<file path="config.mk">
export PLATFORM = sky130hd
export DESIGN_NAME = leds_racer_core_multi
export DESIGN_NICKNAME = d
export VERILOG_FILES = /design/src/rtl/leds_racer_core_multi.sv
export SDC_FILE = /design/constraint.sdc
export NUM_CORES = 1
export LEC_CHECK = 0
export CAP_MARGIN = 20
export CORE_MARGIN = 5
export CORE_UTILIZATION = 60
export DETAILED_ROUTE_END_ITERATION = 8
export DONT_BUFFER_PORTS = 1
export GPL_ROUTABILITY_DRIVEN = 0
export PLACE_DENSITY_LB_ADDON = 0.25
export SLEW_MARGIN = 5
export SYNTH_ARGS = -nofsm -noshare
export SYNTH_HDL_FRONTEND = slang
export SYNTH_SLANG_ARGS = --single-unit
</file>
<file path="constraint.sdc">
create_clock -name clk -period 7.2 [get_ports clk]
set_input_delay 1.44 -clock clk [delete_from_list [all_inputs] [get_ports clk]]
set_output_delay 1.44 -clock clk [all_outputs]
set_load 0.1 [all_outputs]
</file>
<file path="src/rtl/leds_racer_core_multi.sv">
// LEDs racer race core: per-button sync/debounce/edge detect, position counters,
// race FSM with winner latch, frame req/ack. Optional build macro: LEDS_RACER_TIE_DETECT_EN.
//
// state    | meaning
// S_IDLE   | waiting for the first accepted press
// S_RACE   | presses advance positions
// S_FINISH | winner latched, presses ignored until force_reset
module leds_racer_core_multi #(
  parameter int NUM_PLAYERS      = 4,
  parameter int MAX_POS          = 109,
  parameter int DEBOUNCE_CLK_CNT = 65536,
  localparam int POS_W = $clog2(MAX_POS + 1),
  localparam int ID_W  = (NUM_PLAYERS > 1) ? $clog2(NUM_PLAYERS) : 1
) (
  input  logic                         clk,
  input  logic                         force_reset,
  input  logic [NUM_PLAYERS-1:0]       player_inputs,
  output logic [NUM_PLAYERS*POS_W-1:0] positions,
  output logic [1:0]                   race_state,
  output logic                         winner_valid,
  output logic [ID_W-1:0]              winner_id,
  output logic                         tie,
  output logic                         frame_req,
  input  logic                         frame_ack
);

  localparam int CNT_W = $clog2(DEBOUNCE_CLK_CNT + 1);
  localparam logic [CNT_W-1:0] CNT_LAST = CNT_W'(DEBOUNCE_CLK_CNT - 1);
  localparam logic [POS_W-1:0] POS_MAX  = POS_W'(MAX_POS);
  localparam logic [POS_W-1:0] POS_PRE  = POS_W'(MAX_POS - 1);

  typedef enum logic [1:0] {
    S_IDLE   = 2'b00,
    S_RACE   = 2'b01,
    S_FINISH = 2'b10
  } state_t;

  state_t state_q, state_n;

  logic [NUM_PLAYERS-1:0] sync1_q, sync2_q, level_q, level_d_q, press_q;
  logic [CNT_W-1:0]       db_cnt_q [NUM_PLAYERS];

  logic [POS_W-1:0]       pos_q [NUM_PLAYERS];
  logic [POS_W-1:0]       pos_n [NUM_PLAYERS];
  logic [NUM_PLAYERS-1:0] inc, reach;
  logic [ID_W-1:0]        win_id_q, win_id_n;
  logic                   win_valid_q;
  logic                   changed_now, changed_q, frame_req_q;

  // Input conditioning: level changes only after DEBOUNCE_CLK_CNT differing cycles
  always_ff @(posedge clk) begin
    if (force_reset) begin
      sync1_q   <= '0;
      sync2_q   <= '0;
      level_q   <= '0;
      level_d_q <= '0;
      press_q   <= '0;
      for (int i = 0; i < NUM_PLAYERS; i++) db_cnt_q[i] <= '0;
    end else begin
      sync1_q   <= player_inputs;
      sync2_q   <= sync1_q;
      level_d_q <= level_q;
      press_q   <= level_q & ~level_d_q;
      for (int i = 0; i < NUM_PLAYERS; i++) begin
        if (sync2_q[i] == level_q[i]) begin
          db_cnt_q[i] <= '0;
        end else if (db_cnt_q[i] == CNT_LAST) begin
          level_q[i]  <= sync2_q[i];
          db_cnt_q[i] <= '0;
        end else begin
          db_cnt_q[i] <= db_cnt_q[i] + CNT_W'(1);
        end
      end
    end
  end

  always_ff @(posedge clk) begin
    if (force_reset) begin
      state_q     <= S_IDLE;
      win_id_q    <= '0;
      win_valid_q <= 1'b0;
      changed_q   <= 1'b0;
      frame_req_q <= 1'b1;
      for (int i = 0; i < NUM_PLAYERS; i++) pos_q[i] <= '0;
    end else begin
      state_q     <= state_n;
      win_id_q    <= win_id_n;
      win_valid_q <= (state_n == S_FINISH);
      changed_q   <= changed_now;
      // a change landing on an ack edge keeps the pending request alive
      frame_req_q <= changed_q | (frame_req_q & (~frame_ack | changed_now));
      for (int i = 0; i < NUM_PLAYERS; i++) pos_q[i] <= pos_n[i];
    end
  end

  always_comb begin
    state_n  = state_q;
    win_id_n = win_id_q;
    inc      = '0;
    reach    = '0;
    for (int i = 0; i < NUM_PLAYERS; i++) pos_n[i] = pos_q[i];

    case (state_q)
      S_IDLE, S_RACE: begin
        for (int i = 0; i < NUM_PLAYERS; i++) begin
          if (press_q[i] && (pos_q[i] != POS_MAX)) begin
            inc[i]   = 1'b1;
            pos_n[i] = pos_q[i] + POS_W'(1);
            if (pos_q[i] == POS_PRE) reach[i] = 1'b1;
          end
        end
        if (|reach) begin
          state_n = S_FINISH;
          for (int i = NUM_PLAYERS - 1; i >= 0; i--) begin
            if (reach[i]) win_id_n = ID_W'(i);
          end
        end else if (|press_q) begin
          state_n = S_RACE;
        end
      end
      default: begin
        state_n = S_FINISH;
      end
    endcase

    changed_now = (|inc) || (state_n != state_q);
  end

`ifdef LEDS_RACER_TIE_DETECT_EN
  logic tie_q, tie_n;

  always_comb begin
    tie_n = tie_q;
    if (|reach) tie_n = ($countones(reach) > 1);
  end

  always_ff @(posedge clk) begin
    if (force_reset) tie_q <= 1'b0;
    else             tie_q <= tie_n;
  end

  assign tie = tie_q;
`else
  assign tie = 1'b0;
`endif

  always_comb begin
    positions = '0;
    for (int i = 0; i < NUM_PLAYERS; i++) positions[i*POS_W +: POS_W] = pos_q[i];
  end

  assign race_state   = state_q;
  assign winner_valid = win_valid_q;
  assign winner_id    = win_id_q;
  assign frame_req    = frame_req_q;

endmodule

</file>
==> After elaboration in Yosys (flattened, before gate mapping) <==
Memory sizes are Yosys's and may differ from the RTL's.
Cells that the tools add are included.
{ "totals": {"memories": 2, "output_inout_bits": 35, "input_bits": 7, "reg_bits": 27, "latchBits": 0, "romBits": 0, "ram_bits": 96} }
{ "classes": {"reduce_logical": 16, "order_cmp": 0, "add_sub_neg": 8, "n_mux": 92, "shift": 0, "mul": 0, "n_bitwise": 26, "n_div": 0, "n_eq_ne": 19} }
{ "mem_list": {"columns": ["name", "words", "word_bits", "rd", "rd_clocked_by_memory_dff", "write_ports", "line", "rtl"], "rows": [
  ["db_cnt_q", 4, 17, 4, 0, 4, "41", "logic [CNT_W-1:0] db_cnt_q [NUM_PLAYERS];"],
  ["pos_q", 4, 7, 4, 0, 4, "43", "logic [POS_W-1:0] pos_q [NUM_PLAYERS];"]
]} }
{ "ops": {"columns": ["cell", "n"], "rows": [
  ["17-bit two-way mux", 12],
  ["17-bit by 1-bit adder with 17-bit output, second input constant", 4],
  ["17-bit by 16-bit == test with 1-bit output, second input constant", 4],
  ["1-bit two-way mux", 63],
  ["7-bit two-way mux", 8],
  ["7-bit by 1-bit adder with 7-bit output, second input constant", 4],
  ["7-bit == test, second input constant", 4],
  ["28-bit two-way mux", 1],
  ["7-bit inequality test, second input constant", 4],
  ["1-bit OR", 18],
  ["2-bit two-way mux", 7],
  ["4-bit OR reduction", 3],
  ["2-bit AND reduction", 4],
  ["1-bit NOT", 5],
  ["4-bit AND", 1],
  ["1-bit == test", 4],
  ["1-bit logical AND", 4],
  ["4-bit two-way mux", 1],
  ["4-bit NOT", 1],
  ["4-bit nonzero test", 1],
  ["3-bit AND reduction", 1],
  ["2-bit by 1-bit == test with 1-bit output, second input constant", 1],
  ["2-bit == test, second input constant", 1],
  ["2-bit zero test", 1],
  ["4 further kinds", 4]
]} }

==> Logic depth before layout (Yosys ltp) <==
Gate-level depths: netlist of run 1.
An unclocked memory read counts as a cell.
{ "logic_depth": {"depth_word": 13, "depth_mapped": 9, "depth_no_buf": 7} }

==> Worst setup path before layout of run 1 <==
No wires, ideal clock.
{ "synth_path": {"kind": "input -> register", "start": "input force_reset", "end": "memory db_cnt_q[0][10] (netlist name) (data pin)", "path_slack_ns": 4.548, "n_path_buf": 3, "arrival_ns": 2.386, "required_time_ns": 6.934, "stages": 5, "setup_time_ns": 0.266, "path_cell_list": "clkbuf_1 or3_1 clkbuf_1 clkbuf_1 nor2_1"} }
{ "synth_rtl": {"columns": ["item", "line", "rtl"], "rows": [
  ["start, declared", "16", "input logic force_reset,"],
  ["end, declared", "41", null]
]} }

==> results of run 1 <==
[power by group]
group          switching [uW]  internal [uW]
clock                     311            510
combinational            21.4           12.5
sequential               19.3            760
[metrics by stage]
step / cell area (sq um) / instances / power, uW
finish: 6740 / 775 / 1630
global placement: 6150 / 743 / 823
floorplan: 6040 / 628 / 823
detailed placement: 6150 / 743 / 826
CTS: 6740 / 775 / 1650
global route: 6740 / 775 / 1690
[final cells by class]
class / count / share of cell area (%)
clock inverter: 12 / 1.54
clock buffer: 20 / 7.10
inverter: 24 / 1.34
multi-input combinational: 466 / 40.9
tap: 129 / 2.40
timing repair buffer: 1 / 0.111
sequential: 123 / 46.7
[layer usage]
| layer | share of wire, % | GRT usage [%] |
|---|---|---|
| met3 | 4.5 | 5.91 |
| met2 | 51 | 32.4 |
| met1 | 43 | 21.7 |
| met5 | 0 | 0 |
| met4 | 1.6 | 6.85 |
[synthesized netlist by cell type (all sizes together)]
cell,count,area [sq um]
edfxtp,68,2040
mux2i,5,50.1
nor4bb,2,20.0
ha,20,250
nor4,4,76.3
o211a,2,20.0
a211oi,1,7.51
nand4b,3,26.3
and4,2,18.8
nor3,12,60.1
conb,2,7.51
and2,4,25.0
or3,12,75.1
dfxtp,55,1100
and2b,1,7.51
o21ai,10,50.1
nand2,33,134
clkbuf,13,48.8
buf,2,11.3
nor4b,2,23.8
xor2,50,438
nand4,20,125
nand3b,3,22.5
nand3,28,140
nand2b,2,12.5
xnor2,26,228
and3,8,50.1
or4,2,15.0
a31oi,3,18.8
inv,24,90.1
nor3b,1,7.51
nor2,108,405
nor2b,16,100
a21oi,17,85.1
[cell families (layout without fill, tap and decap cells)]
| logic type | count (synthesis) | after routing | share of synthesized area, % |
|---|---|---|---|
| and+or+nand+nor | 263 | 263 | 23.2 |
| DFF | 123 | 123 | 54.3 |
| xor gates and xnor gates | 76 | 76 | 11.5 |
| buffers and inverters | 39 | 57 | 2.59 |
| AOI/OAI and AO/OA | 33 | 33 | 3.13 |
| adders and majority gates | 20 | 20 | 4.32 |
| muxes | 5 | 5 | 0.864 |
| other | 2 | 69 | 0.130 |
[state kept, by name, indices dropped and copies added (netlist names), 2 cells and up]
register	count
sync2_q	4
race_state	2
level_d_q	4
press_q	4
winner_id	2
level_q	4
pos_q	28
db_cnt_q	68
sync1_q	4
[worst max-delay path by stage]
stage,startpoint,end,slack (ps),depth (start not counted)
4_1_cts,pos_q[1][4],positions[11],4120,0
3_3_place_gp,pos_q[2][1],pos_q[2][3],4470,7
5_1_grt,pos_q[3][0],positions[21],4100,0
3_5_place_dp,pos_q[0][1],pos_q[0][4],4360,7
2_1_floorplan,force_reset,db_cnt_q[0][10],4550,5
6_report,pos_q[1][4],positions[11],4130,0
==> out/qor.csv, run 1 <==
metric,value,unit
maxCapViolations,0,
viasPerCell,5.10,
place_hpwl,6800,um
fin_crit_sh,42.6,%
holdBufCountCts,0,
r2r_slack,4230,ps
cts_sinks,123,
ys_types,39,
critPathCaptureType,output pin,
status,finished clean,
yosysSeqAreaShare,54.3,%
avgSynthCellArea,10.3,sq um
cp.arrival,1630,ps
seq_area,3140,sq um
antenna_found_initial,0,
place_ws,4360,ps
grt_overflow,0,
drc,0,
maxSlewViolCount,0,
fp-row-count,35,
die_w,108,um
final_cell_mix,"nor2_1 (108), conb_1 (69), edfxtp_1 (68)",
hold_depth,1,
syn_area,5790,sq um
post_cts_buffers,0,
drt_iter0_markers,181,
io_pins,42,
holdPathEnd,press_q[1],
grt_pass1_wl,17300,um
fin_util,72.2,%
p_leak,0.00251,uW
r2r-end,pos_q[0][4],
setup_tns,0,ps
critPathMaxFanout,5,
hp-start,level_d_q[1],
io_buffers,0,
min_path_type,flop to flop,
multi_input_area,2750,sq um
startpoint_type,flop,
critical_path_class,flop to output pin,
power.density,243,nW/um^2
cts-root-buf,clkbuf_8,
fp.dieH,108,um
ys_warn_count,0,
final_common_cell,nor2_1,
fin_worst_skew,7.57,ps
first_pass_iters,5,
grt_max_degree,57,
numCtsBuffers,17,
drive_above_1_share,6.66,%
fmax,326,MHz
period_needed,3070,ps
h-tree-depth,4,
initial_core_util,62.1,%
wire_per_inst,13.2,um
die_area,11700,sq um
rsz0062_at_grt,no,
track_usage,18.7,%
postCtsResizedCells,0,
clkSlewWorstSetupHoldPaths,60,ps
clk_latency,510,ps
ant_nets,0,
ir_worst_vdd,275,uV
cts_buffer_depth,2,
synthToLayoutAreaGrowth,16.3,%
setup_violations,0,
diodes,0,
tightest_slew,1180,ps
r2r-start,pos_q[0][1],
ys_seq_elements,123,
synth_cells,561,
fillers,674,
setup_slack,4130,ps
grt_pass1_vias,3843,
max_slew_margin,21.0,%
cts_tree,built,
r2r_cells,7,
finalHoldViolCount,0,
cp.required,5760,ps
routed_wl,10200,um
whs,382,ps
core_area,9330,sq um
fin_nets,660,
via_count,3953,
No activity file was read; power rests on OpenSTA's default activity.
==> run 2: changes to the inputs <==
--- a/config.mk
+++ b/config.mk
@@ -7,7 +7,7 @@
 export LEC_CHECK = 0
 export CAP_MARGIN = 20
 export CORE_MARGIN = 5
-export CORE_UTILIZATION = 60
+export CORE_UTILIZATION = 57
 export DETAILED_ROUTE_END_ITERATION = 8
 export DONT_BUFFER_PORTS = 1
 export GPL_ROUTABILITY_DRIVEN = 0
==> constraint.sdc (replaced) <==
create_clock -name clk -period 2.6 [get_ports clk]
set_input_delay 0.52 -clock clk [delete_from_list [all_inputs] [get_ports clk]]
set_output_delay 0.52 -clock clk [all_outputs]
set_load 0.1 [all_outputs]
==> out/qor.csv, run 2 (synthesis results as in run 1) <==
metric,value,unit,change
postCtsResizedCells,0,,unchanged
core_area,9860,sq um,was 9330 sq um
fin_crit_sh,86.9,%,
antenna_found_initial,0,,unchanged
critPathMaxFanout,17,,was 5
p_leak,0.00270,uW,was 0.00251 uW
clk_latency,520,ps,was 510 ps
initial_core_util,58.7,%,was 62.1%
period_needed,2260,ps,
fmax,442,MHz,
startpoint_type,flop,,unchanged
first_pass_iters,4,,was 5
top_regs,"db_cnt_q x68, pos_q x28",,unchanged
drt_iter0_markers,308,,was 181
io_buffers,0,,unchanged
cp.required,2960,ps,was 5760 ps
via_count,4119,,was 3953
cts_tree,built,,unchanged
critPathCaptureType,flop,,was output pin
critical_path_class,flop to flop,,was flop to output pin
power.density,641,nW/um^2,was 243 nW/um^2
post_cts_buffers,0,,unchanged
maxSlewViolCount,0,,unchanged
setup_tns,0,ps,unchanged
grt_overflow,0,,unchanged
cts_buffer_depth,2,,unchanged
routed_wl,10500,um,was 10200 um
die_w,111,um,was 108 um
maxCapViolations,0,,unchanged
drive_above_1_share,11.6,%,was 6.66%
clkSlewWorstSetupHoldPaths,60,ps,about the same
seq_area,3140,sq um,unchanged
io_pins,42,,unchanged
grt_pass1_vias,4161,,was 3843
die_area,12300,sq um,was 11700 sq um
status,finished clean,,unchanged
final_common_cell,nor2_1,,unchanged
max_slew_margin,51.9,%,was 21.0%
fin_worst_skew,7.28,ps,was 7.57 ps
fin_cells,815,,was 775
grt_pass1_wl,18300,um,was 17300 um
fillers,710,,was 674
cts-root-buf,clkbuf_8,,unchanged
top_register,db_cnt_q,,unchanged
final_cell_mix,"nor2_1 (108), conb_1 (69), edfxtp_1 (68)",,unchanged
multi_input_area,2760,sq um,was 2750 sq um
rsz0062_at_grt,no,,unchanged
fp-row-count,36,,was 35
viasPerCell,5.05,,was 5.10
power,4500,uW,was 1630 uW
finalHoldViolCount,0,,unchanged
largest_register_ffs,68,,unchanged
setup_violations,0,,unchanged
numCtsBuffers,17,,unchanged
drc,0,,unchanged
ant_nets,0,,unchanged
cp.arrival,2620,ps,was 1630 ps
fp.dieH,111,um,was 108 um
place_hpwl,7360,um,was 6800 um
h-tree-depth,4,,unchanged
synthToLayoutAreaGrowth,21.1,%,was 16.3%
wire_per_inst,12.8,um,was 13.2 um
grt_max_degree,57,,unchanged
min_path_type,primary input to flop,,was flop to flop
ir_worst_vdd,410,uV,was 275 uV
diodes,0,,unchanged
tightest_slew,718,ps,was 1180 ps
cts_sinks,123,,unchanged
fin_nets,696,,was 660
holdBufCountCts,0,,unchanged
placedCellCount,783,,was 743
track_usage,18.0,%,was 18.7%
==> run 2: cell types whose count changed in the layout (fill, tap and decap cells not counted), moves of 2 or more <==
| cell | previous run | this run |
|---|---|---|
| inv_6 | 3 | 0 |
| clkbuf_1 | 0 | 2 |
| inv_4 | 4 | 2 |
| or3_1 | 12 | 10 |
| clkinv_2 | 3 | 5 |
| or3_4 | 0 | 2 |
| buf_4 | 1 | 37 |
==> run 2: per-stage QoR <==
stage | area, sq um | hold WS (ps) | setup WS [ps] | utilization [%]
after global placement | 6430 | 372 | 328 | 65.2
after CTS | 7010 | 56.8 | 156 | 71.0
after detailed placement | 6430 | 383 | 195 | 65.2
after global routing | 7020 | 58.8 | 145 | 71.1
after floorplan | 6040 | 367 | 2.63 | -
final | 7020 | 81.7 | 340 | 71.1
==> run 2: final timing paths <==
kind | slack, ps | from | to | depth (start not counted)
worst max-delay path | 340 | db_cnt_q[3][0] | db_cnt_q[3][6] | 8
worst min-delay path | 80 | force_reset | level_q[0] | 1
worst max register to register | 340 | db_cnt_q[3][0] | db_cnt_q[3][6] | 8
worst min register to register | 390 | level_d_q[3] | press_q[3] | 1
==> run 2: where the power goes <==
part,internal (uW),switching [uW]
clock,1430,813
sequential,2110,42.2
combinational,38.4,72.8
total,3570,928
==> run 2: layer usage <==
layer / routed length [um] / track usage, %
met5: 0 / 0
met4: 109 / 6.16
met3: 387 / 5.62
met2: 5320 / 30.5
met1: 4640 / 21.8
==> run 2: cell type report <==
| class | count | share of cell area [%] |
|---|---|---|
| timing repair buffer | 37 | 3.96 |
| sequential | 123 | 44.8 |
| clock inverter | 10 | 1.18 |
| inverter | 24 | 1.28 |
| multi-input combinational | 466 | 39.3 |
| tap | 133 | 2.37 |
| clock buffer | 22 | 7.08 |
==> run 2: critical path, cell delays in order, from the launching register on <==
cell,delay (ps)
edfxtp_1,430
ha_1,260
nand3_1,190
nor3_1,130
and3_1,180
ha_1,200
or3_1,350
buf_4,200
a21oi_1,150
==> run 3: changes to the inputs <==
--- a/config.mk
+++ b/config.mk
@@ -6,7 +6,6 @@
 export NUM_CORES = 1
 export LEC_CHECK = 0
 export CAP_MARGIN = 20
-export CORE_MARGIN = 5
 export CORE_UTILIZATION = 57
 export DETAILED_ROUTE_END_ITERATION = 8
 export DONT_BUFFER_PORTS = 1
==> out/qor.csv, run 3 (synthesis results as in run 1) <==
metric,value,unit,change
critPathMaxFanout,17,,unchanged
die_w,103,um,was 111 um
setup_tns,0,ps,unchanged
top_regs,"db_cnt_q x68, pos_q x28",,unchanged
cp_common_cell,ha_1,,unchanged
h-tree-depth,4,,unchanged
maxSlewViolCount,0,,unchanged
io_buffers,0,,unchanged
tightest_slew,778,ps,was 718 ps
clk_latency,520,ps,about the same
io_pins,42,,unchanged
antenna_found_initial,0,,unchanged
grt_pass1_vias,3964,,was 4161
die_area,10600,sq um,was 12300 sq um
fp.dieH,103,um,was 111 um
ant_nets,0,,unchanged
critPathCaptureType,flop,,unchanged
fp-row-count,36,,unchanged
cp.arrival,2570,ps,was 2620 ps
routed_wl,10400,um,was 10500 um
finalHoldViolCount,0,,unchanged
drc,0,,unchanged
initial_core_util,59.0,%,was 58.7%
wire_per_inst,12.8,um,about the same
final_cell_mix,"nor2_1 (108), conb_1 (69), edfxtp_1 (68)",,unchanged
placedCellCount,780,,was 783
ir_worst_vdd,537,uV,was 410 uV
setup_violations,0,,unchanged
fin_worst_skew,5.21,ps,was 7.28 ps
grt_overflow,0,,unchanged
fin_nets,693,,was 696
largest_register_ffs,68,,unchanged
cts_sinks,123,,unchanged
crit_buf_inv,0,,was 1
cp_cell_sequence,"ha_1, nand3_1, nor3_1, and3_1, ha_1, or3_4, a21oi_1",,"was ha_1, nand3_1, nor3_1, and3_1, ha_1, or3_1, buf_4, a21oi_1"
startpoint_type,flop,,unchanged
top_register,db_cnt_q,,unchanged
fmax,452,MHz,was 442 MHz
fillers,750,,was 710
cts-root-buf,clkbuf_8,,unchanged
cp_top_family,simple AND/OR/NAND/NOR gates,,unchanged
diodes,0,,unchanged
numCtsBuffers,17,,unchanged
cp.required,2960,ps,about the same
dpl_cell_area,6410,sq um,was 6430 sq um
synthToLayoutAreaGrowth,21.8,%,was 21.1%
drive_above_1_share,11.8,%,was 11.6%
period_needed,2210,ps,was 2260 ps
cts_buffer_depth,2,,unchanged
maxCapViolations,0,,unchanged
p_leak,0.00271,uW,was 0.00270 uW
power.density,656,nW/um^2,was 641 nW/um^2
cp_slowest_cell,or3_4,,was edfxtp_1
grt_pass1_wl,16900,um,was 18300 um
rsz0062_at_grt,no,,unchanged
place_hpwl,7190,um,was 7360 um
cts_tree,built,,unchanged
fin_cells,812,,was 815
clkSlewWorstSetupHoldPaths,60,ps,about the same
status,finished clean,,unchanged
via_count,4119,,unchanged
drt_iter0_markers,153,,was 308
cpPeakStageDelay,480,ps,was 430 ps
final_common_cell,nor2_1,,unchanged
first_pass_iters,4,,unchanged
min_path_type,primary input to flop,,unchanged
stdcell_area,7050,sq um,was 7020 sq um
max_slew_margin,47.9,%,was 51.9%
fin_crit_sh,85.0,%,was 86.9%
critical_path_class,flop to flop,,unchanged
viasPerCell,5.07,,was 5.05
track_usage,21.0,%,was 18.0%
grt_max_degree,57,,unchanged
core_area,9820,sq um,was 9860 sq um
## run 3: cell count changes in the layout (fill, tap and decap cells not counted), sizes merged
| cell | before | now |
|---|---|---|
| buf | 37 | 34 |
| clkbuf | 22 | 24 |
| clkinv | 5 | 3 |
| bufinv | 1 | 0 |
| inv | 26 | 27 |
## run 3: area by class of cell
type	count	area, sq um	share of cell area, %
multi-input combinational	466	2770	39.3
inverter	24	90.1	1.28
clock buffer	24	567	8.03
sequential	123	3140	44.6
clock inverter	8	61.3	0.869
timing repair buffer	34	255	3.62
tap	133	166	2.36
## run 3: worst register-to-register path, cell delays in order (launching register included)
cell	delay, ps
edfxtp_1	440
ha_1	260
nand3_1	190
nor3_1	130
and3_1	190
ha_1	210
or3_4	480
a21oi_1	170
## run 3: metal layers
metal  wire (um)  GRT usage [%]  vias to the layer above
met5           0              0                        -
met4         155           9.21                        0
met3         422           6.58                       12
met2        5280           38.3                       75
met1        4520           22.2                     1953
li1            -              -                     2079
## run 3: worst paths after layout
check / startpoint / end / slack (ps) / cells after the start
hold reg to reg: level_d_q[3] / press_q[3] / 380 / 1
hold / removal: force_reset / pos_q[0][5] / 70 / 1
setup reg to reg: db_cnt_q[0][0] / db_cnt_q[0][5] / 390 / 7
setup / recovery: db_cnt_q[0][0] / db_cnt_q[0][5] / 390 / 7
## run 3: what timing repair did
item                                    in CTS  in global routing
hold buffers                                 0                  0
endpoints found under the setup margin       0                 65
resized for setup                            0                  4
buffers inserted                             0                  0
## run 3: metrics by stage
stage	hold slack, ps	setup WS [ps]	power (uW)	utilization, %
floorplan	367	2.63	2280	-
global route	45.9	227	4780	71.8
global placement	373	254	2280	65.2
detailed placement	375	169	2290	65.2
CTS	53.7	150	4660	71.6
finish	73.7	389	4630	71.8
## run 3: report_power, final
part	internal, uW	total [uW]	switching (uW)
Sequential	2100	2150	43.0
Combinational	38.1	111	72.6
Clock	1520	2370	851
